`src/rtl/tdl_pkg.sv`:
```
// Shared definitions for tapped-delay-line TDC channels: sequencer states and
// width helpers used by the measurement controller and the TDL wrapper.
package tdl_pkg;

  typedef enum logic [2:0] {
    IDLE,
    ARM,
    WAIT,
    RESULT,
    CLEAR
  } tdl_state_e;

  // Bits needed to hold a tap count 0..taps.
  function automatic int unsigned fine_width(input int unsigned taps);
    return $clog2(taps + 1);
  endfunction

  // Bits needed to hold a counter value 0..max_val (at least one bit).
  function automatic int unsigned cnt_width(input int unsigned max_val);
    return (max_val < 1) ? 1 : $clog2(max_val + 1);
  endfunction

endpackage

```
`src/rtl/tdl_therm2bin.sv`:
```
// Combinational thermometer-to-binary converter; counts ones so capture
// bubbles in the tap row do not corrupt the fine code.
module tdl_therm2bin
  import tdl_pkg::*;
#(
  parameter  int unsigned TAPS   = 4,
  localparam int unsigned FINE_W = fine_width(TAPS)
) (
  input  logic [TAPS-1:0]   therm,
  output logic [FINE_W-1:0] count
);

  always_comb begin
    count = '0;
    for (int unsigned i = 0; i < TAPS; i++) begin
      count = count + FINE_W'(therm[i]);
    end
  end

endmodule

```
`src/rtl/tdl_measure_ctrl.sv`:
```
// Sequencer for one TDL channel: arms the line, counts coarse cycles until a
// hit, encodes fine+coarse into a result word, then flushes the line.
module tdl_measure_ctrl
  import tdl_pkg::*;
#(
  parameter  int unsigned TAPS       = 4,
  parameter  int unsigned COARSE_W   = 16,
  parameter  int unsigned ARM_CYCLES = 2,
  parameter  int unsigned CLR_CYCLES = 2,
  localparam int unsigned FINE_W     = fine_width(TAPS)
) (
  input  logic                clk,
  input  logic                rst,
  input  logic                start,
  input  logic [TAPS-1:0]     tap_in,
  output logic                tdl_en,
  output logic                busy,
  output logic                res_valid,
  input  logic                res_ready,
  output logic [FINE_W-1:0]   res_fine,
  output logic [COARSE_W-1:0] res_coarse,
  output logic                res_timeout,
  output logic                res_early
);

  localparam int unsigned PH_W =
    cnt_width((ARM_CYCLES > CLR_CYCLES) ? ARM_CYCLES : CLR_CYCLES);
  localparam logic [PH_W-1:0]     ARM_LAST   = PH_W'(ARM_CYCLES - 1);
  localparam logic [PH_W-1:0]     CLR_LAST   = PH_W'(CLR_CYCLES - 1);
  localparam logic [COARSE_W-1:0] COARSE_MAX = '1;

  tdl_state_e          state_q, state_d;
  logic [PH_W-1:0]     phase_q, phase_d;
  logic [COARSE_W-1:0] coarse_q, coarse_d;
  logic [FINE_W-1:0]   fine_q, fine_d;
  logic [COARSE_W-1:0] rcoarse_q, rcoarse_d;
  logic                timeout_q, timeout_d;
  logic                early_q, early_d;
  logic [FINE_W-1:0]   tap_count;
  logic                hit;

  tdl_therm2bin #(
    .TAPS(TAPS)
  ) u_therm2bin (
    .therm(tap_in),
    .count(tap_count)
  );

  assign hit = |tap_in;

  always_comb begin
    state_d   = state_q;
    phase_d   = phase_q;
    coarse_d  = coarse_q;
    fine_d    = fine_q;
    rcoarse_d = rcoarse_q;
    timeout_d = timeout_q;
    early_d   = early_q;
    unique case (state_q)
      IDLE: begin
        if (start) begin
          state_d = ARM;
          phase_d = '0;
        end
      end
      ARM: begin
        if (hit) begin
          state_d   = RESULT;
          fine_d    = '0;
          rcoarse_d = '0;
          timeout_d = 1'b0;
          early_d   = 1'b1;
        end else if (phase_q == ARM_LAST) begin
          state_d  = WAIT;
          coarse_d = '0;
        end else begin
          phase_d = phase_q + 1'b1;
        end
      end
      WAIT: begin
        // A hit in the saturated cycle still wins over the timeout.
        if (hit) begin
          state_d   = RESULT;
          fine_d    = tap_count;
          rcoarse_d = coarse_q;
          timeout_d = 1'b0;
          early_d   = 1'b0;
        end else if (coarse_q == COARSE_MAX) begin
          state_d   = RESULT;
          fine_d    = '0;
          rcoarse_d = COARSE_MAX;
          timeout_d = 1'b1;
          early_d   = 1'b0;
        end else begin
          coarse_d = coarse_q + 1'b1;
        end
      end
      RESULT: begin
        if (res_ready) begin
          state_d = CLEAR;
          phase_d = '0;
        end
      end
      CLEAR: begin
        if (phase_q == CLR_LAST) begin
          if (!hit) state_d = IDLE;
        end else begin
          phase_d = phase_q + 1'b1;
        end
      end
      default: state_d = IDLE;
    endcase
  end

  always_ff @(posedge clk) begin
    if (rst) begin
      state_q   <= IDLE;
      phase_q   <= '0;
      coarse_q  <= '0;
      fine_q    <= '0;
      rcoarse_q <= '0;
      timeout_q <= 1'b0;
      early_q   <= 1'b0;
    end else begin
      state_q   <= state_d;
      phase_q   <= phase_d;
      coarse_q  <= coarse_d;
      fine_q    <= fine_d;
      rcoarse_q <= rcoarse_d;
      timeout_q <= timeout_d;
      early_q   <= early_d;
    end
  end

  assign tdl_en      = (state_q == ARM) || (state_q == WAIT);
  assign busy        = (state_q != IDLE);
  assign res_valid   = (state_q == RESULT);
  assign res_fine    = fine_q;
  assign res_coarse  = rcoarse_q;
  assign res_timeout = timeout_q;
  assign res_early   = early_q;

endmodule

```
`config.mk`:
```
export PLATFORM = sky130hd
export DESIGN_NAME = tdl_measure_ctrl
export DESIGN_NICKNAME = d
export VERILOG_FILES = /design/src/rtl/tdl_pkg.sv /design/src/rtl/tdl_therm2bin.sv /design/src/rtl/tdl_measure_ctrl.sv
export SDC_FILE = /design/constraint.sdc
export NUM_CORES = 1
export LEC_CHECK = 0
export CAP_MARGIN = 20
export CORE_MARGIN = 10
export CORE_UTILIZATION = 35
export DETAILED_ROUTE_END_ITERATION = 8
export GPL_TIMING_DRIVEN = 0
export PLACE_DENSITY = 0.54
export SLEW_MARGIN = 20
export SYNTH_ARGS = -nofsm -noshare
export SYNTH_HDL_FRONTEND = slang
export SYNTH_HIERARCHICAL = 1
export SYNTH_SLANG_ARGS = --single-unit
```
`constraint.sdc`:
```
create_clock -name clk -period 4 [get_ports clk]
set_clock_uncertainty 0.05 [all_clocks]
set_input_delay 0.6 -clock clk [delete_from_list [all_inputs] [get_ports clk]]
set_output_delay 0.6 -clock clk [all_outputs]
set_load 0.01 [all_outputs]
```
After elaboration in Yosys (flattened, before gate mapping)
Cells that the tools add are included.
{"block": "word_totals", "reg_bits": 42, "input_bits": 8, "output_inout_bits": 24, "wordCells": 74}
{"block": "classes", "n_addsub": 5, "eq_ne": 17, "muxes": 35, "reduce_logical": 10}
{"op": "$mux W16", "n": 7}
{"op": "$pmux W16 S2", "n": 2}
{"op": "$mux W3", "n": 11}
{"op": "$add A16 B1 Y16 const B", "n": 1}
{"op": "$eq A16 B16 Y1 const B", "n": 1}
{"op": "$ne A2 B2 Y1 const B", "n": 8}
{"op": "$pmux W3 S5", "n": 1}
{"op": "$mux W2", "n": 4}
{"op": "$pmux W2 S4", "n": 1}
{"op": "$add A3 B1 Y3", "n": 2}
{"op": "$eq A3 B2 Y1 const B", "n": 2}
{"op": "$mux W1", "n": 6}
{"op": "$ne A3 B3 Y1 const B", "n": 2}
{"op": "$pmux W3 S2", "n": 1}
{"op": "$reduce_and A6 Y1", "n": 1}
{"op": "$reduce_and A5 Y1", "n": 1}
{"op": "$pmux W1 S2", "n": 2}
{"op": "$reduce_and A4 Y1", "n": 1}
{"op": "$reduce_bool A4 Y1", "n": 1}
{"op": "$reduce_or A4 Y1", "n": 1}
{"op": "$eq A3 B1 Y1 const B", "n": 1}
{"op": "$eq A3 B3 Y1 const B", "n": 1}
{"op": "$logic_not A3 Y1", "n": 1}
{"op": "$reduce_and A3 Y1", "n": 1}
{"op": "other kinds (7)", "n": 7}

Depth between registers and ports, before layout
{"block": "logic_depth", "ltp_word": 5, "depth_mapped": 8, "depth_no_buf": 7}

Cells and area by module
The synthesis kept the hierarchy.
{"mod": "tdl_measure_ctrl", "instances": 1, "cells_each": 263, "area_each_um2": 2117.0, "seq_area_each_um2": 840.8}
{"mod": "tdl_therm2bin", "instances": 1, "cells_each": 8, "area_each_um2": 63.8, "seq_area_each_um2": 0.0}

Worst setup path before layout
Ideal clock, no wire load.
{"block": "synth_path", "kind": "input-to-reg", "startpoint": "input port tap_in[1]", "endpoint": "register coarse_q[3]", "setup_ns": 0.124, "arrival_ns": 1.862, "required_time_ns": 3.826, "setup_slack_ns": 1.964, "cell_stages": 5, "n_path_buf": 0, "cell_sequence": "or4_4 a211oi_4 nor2_1 o21ai_0 o31ai_1"}
{"block": "synth_via", "elab_chain_cells": 3, "word_cells_on_any_way": 4, "cone_classes": "eq/ne (2); reduce/logical (2)"}
{"element": "start: declaration", "line": "tdl_measure_ctrl.sv:15", "text": "input logic [TAPS-1:0] tap_in,"}
{"element": "$reduce_or A4 Y1 (*)", "line": "tdl_measure_ctrl.sv:49", "text": "assign hit = |tap_in;"}
{"element": "$ne A2 B2 Y1 (no line)"}
{"element": "$reduce_and A5 Y1 (no line) (*)"}
{"element": "end signal: assignment", "line": "tdl_measure_ctrl.sv:127", "text": "coarse_q <= coarse_d;"}
{"element": "end: declaration", "line": "tdl_measure_ctrl.sv:34", "text": "logic [COARSE_W-1:0] coarse_q, coarse_d;"}
Mark *: on every way between the ends. The rest lies on a longest branch, timed or not.
A chain may end at the register's enable or synchronous reset.

Worst setup path after layout
{"block": "layout_path", "startpoint": "input port tap_in[1]", "endpoint": "register rcoarse_q[3], in the netlist res_coarse[3]"}
{"block": "layout_via", "elab_chain_cells": 3, "word_cells_on_any_way": 6, "cone_classes": "eq/ne (2); mux (2); reduce/logical (2)"}
{"element": "$reduce_or A4 Y1 (*)", "line": "tdl_measure_ctrl.sv:49"}
{"element": "$ne A3 B3 Y1 (no line) (tied with other cells)"}
{"element": "$reduce_and A3 Y1 (no line) / $pmux W16 S2 (equally long branches)"}
{"element": "end signal: assignment", "line": "tdl_measure_ctrl.sv:129", "text": "rcoarse_q <= rcoarse_d;"}
{"element": "end: declaration", "line": "tdl_measure_ctrl.sv:36", "text": "logic [COARSE_W-1:0] rcoarse_q, rcoarse_d;"}
Marks and branches as above.

==> flow_summary.yaml <==
timing:
  clock.fmax_mhz: 364.1
  period_share_pct: 68.66
  finalSetupViolCount: 0
  fin_crit_ns: 2.747
  worst_slew_pin_slew_ns: 0.7148
  finalSetupTns_ns: 0
  slew_violations: 0
  max-slew-margin-rel_pct: 52.17
  hold_violations: 0
  postLayoutSetupSlackWorst_ns: 1.253
  rsz0062_at_grt: "no"
clock_tree:
  cts_resized: 0
  cts_tree: "built"
  ctsHtreeMaxLevel: 2
  clock_latency_ns: 0.30
  max-clock-path-buffers: 2
  cts_hold_buf: 0
  root_buffer: "clkbuf_8"
  cts.sinks: 42
  cts_setup_buffers: 0
  path_clk_slew_ns: 0.09
  cts_buffers: 5
finish:
  area_growth_pct: 22.32
  num_antenna_cells: 0
  final_layout_size_suffix_gt1_share_pct: 8.414
  final_area_um2: 2668
  utilization_pct: 44.53
  mostFrequentLayoutCell: "dfxtp_1"
  final_cell_mix: "42 x dfxtp_1, 36 x o21ai_0, 32 x nand3_1"
  fill_cells: 618
  fin_nets: 321
floorplan:
  start_util_pct: 36.40
  die-height_um: 98.94
  num_rows: 28
  ios: 32
  core-area_um2: 5991
  die_area_um2: 9788
  die_w_um: 98.94
detailed_routing:
  wire_per_inst_um: 15.79
  wl_mm: 6.062
  drtIter0Drc: 232
  ant_nets: 0
  dr.pass1.iters: 4
  drc_errors: 0
  vias: 2138
  vias_per_cell: 5.568
synthesis:
  ys_seq_area_share_pct: 38.55
  synth_cells: 271
  synth_flop_cell: "dfxtp_1"
  ys_ff_latch: 42
  yosysWarnings: 6
  syn_avg_cell_area_um2: 8.047
  synth.area.mux_share_pct: 0
  async_flop_share_pct: 0
  synth_xor_area_share_pct: 0.4016
  synth-compound-area-share_pct: 24.10
  synth_area_um2: 2181
  synthSimpleGateAreaFrac_pct: 27.60
  syn-num-nets: 284
  synth_top_family_by_area: "simple AND/OR/NAND/NOR gates"
  synth_adder_area_share_pct: 3.213
  synth.distinct_cells: 49
  synth-edff-count: 0
global_routing:
  grt_max_degree: 16
  grt_antenna_before_repair: 0
  grt_util_all_layers_pct: 12.12
  grt_pass1_vias: 1942
  gr-total-overflow: 0
  grt_pass1_wl_mm: 10.05
placed_design:
  globalplace.congestion: 0.8367
  dpl_worst_slack_ns: 0.9726
  dpl.hpwl_mm: 4.472
  port_buffers: 30
  placed_area_um2: 2575
min_path:
  hold_class: "register to register"
pwr:
  power_switching_mw: 0.5149
  clockPowerShare_pct: 22.4
  p_seq_share_pct: 37.7
  p_int_mw: 0.7766
  powerDensity_nw_per_um2: 484.2
  peakVddDrop_v: 0.0002790
  combPwrFrac_pct: 39.9
  p_leak_nw: 0.8860
  switching_share_pct: 39.87
critical_path:
  critPathMaxFanout: 10
  worstPathArrival_ns: 2.93
  crit_path_end_kind: "register"
  cp-start-kind: "input pin"
  required_ns: 4.18
  critPathKind: "input pin to register"
job:
  cap_viol_max_count: 0
outcome:
  outcome: "completed"
-- cell families after synthesis --
group / count (synthesis)
simple gates: 110
compound gates: 83
flops: 42
buf+inv: 30
fa+ha+maj: 5
xor+xnor: 1
-- state kept, by name, summed over array words and instances, names as in the netlist --
register and flops:
res_timeout 1, coarse_q 16, res_fine 3, res_coarse 16, res_early 1, phase_q 2, state_q 3
-- critical path, cell delays in order --
cell and delay (ns):
clkdlybuf4s50_1 0.45, nor4_2 0.65, a211oi_1 0.25, a21oi_2 0.37
clkbuf_1 0.38, nand3_1 0.12, o21ai_0 0.09
-- final timing paths --
check / from / slack (ns) / depth (start not counted) / endpoint
worst max-delay path: tap_in[1] / 1.25 / 7 / res_coarse[3]$_SDFFE_PP0P_
worst min-delay path: res_coarse[12]$_SDFFE_PP0P_ / 0.41 / 2 / res_coarse[12]$_SDFFE_PP0P_
worst max register to register: state_q[0]$_SDFFE_PP0P_ / 1.88 / 6 / res_fine[2]$_SDFFE_PP0P_
worst min register to register: res_coarse[12]$_SDFFE_PP0P_ / 0.41 / 2 / res_coarse[12]$_SDFFE_PP0P_
-- per-layer routing --
metal	wire (um)	part of all wire (%)	up-vias	track usage [%]
li1	-	-	1081	-
met4	94	1.6	0	3.638
met5	0	0	-	0
met3	449	7.4	10	3.561
met2	2595	43	60	17.48
met1	2922	48	987	16.81
-- stage by stage --
stage | hold WS, ns | cells | power [mW]
6_report | 0.4117 | 384 | 1.291
5_1_grt | 0.4484 | 384 | 1.381
4_1_cts | 0.4182 | 384 | 1.300
3_5_place_dp | 0.4046 | 376 | 1.006
3_3_place_gp | 0.3976 | 376 | 1.011
2_1_floorplan | 0.4109 | 271 | 0.8255
-- synth_stat cells, drive strengths merged, types with 2 or more instances --
cell type	n	area share, %
o31ai	6	2.1
clkbuf	10	1.7
and3	3	0.86
dfxtp	42	39
ha	4	2.3
a21oi	8	2.2
nor4	5	1.7
a221oi	2	0.80
nand2b	4	1.1
a22oi	3	1.0
o21ai	41	9.4
o211ai	5	1.7
nor2	14	2.8
inv	11	1.9
nand2	25	4.3
a31oi	5	1.4
and4	3	1.2
nand4	8	2.3
nand3	32	7.3
or3	2	0.57
a31o	2	0.80
or4	7	2.6
buf	8	2.4
a211oi	4	2.0
-- power groups by stage --
stage | sequential, mW | clock (mW) | combinational [mW]
2_1_floorplan | 0.498 | 0 | 0.328
6_report | 0.486 | 0.290 | 0.516
3_3_place_gp | 0.494 | 0 | 0.517
5_1_grt | 0.492 | 0.317 | 0.571
4_1_cts | 0.486 | 0.300 | 0.514
3_5_place_dp | 0.495 | 0 | 0.511
-- layout make-up --
cell class | count | area (um^2) | share of cell area (%)
multi-input cells | 199 | 1206 | 45.22
flip-flops and latches | 42 | 840.8 | 31.52
repair buffers | 30 | 300.3 | 11.26
well taps | 75 | 93.84 | 3.518
plain buffers | 18 | 88.84 | 3.330
clock buffers | 5 | 68.82 | 2.580
inverters | 12 | 45.04 | 1.689
clock inverters | 3 | 23.77 | 0.8912
(Power assumes the default switching activity.)
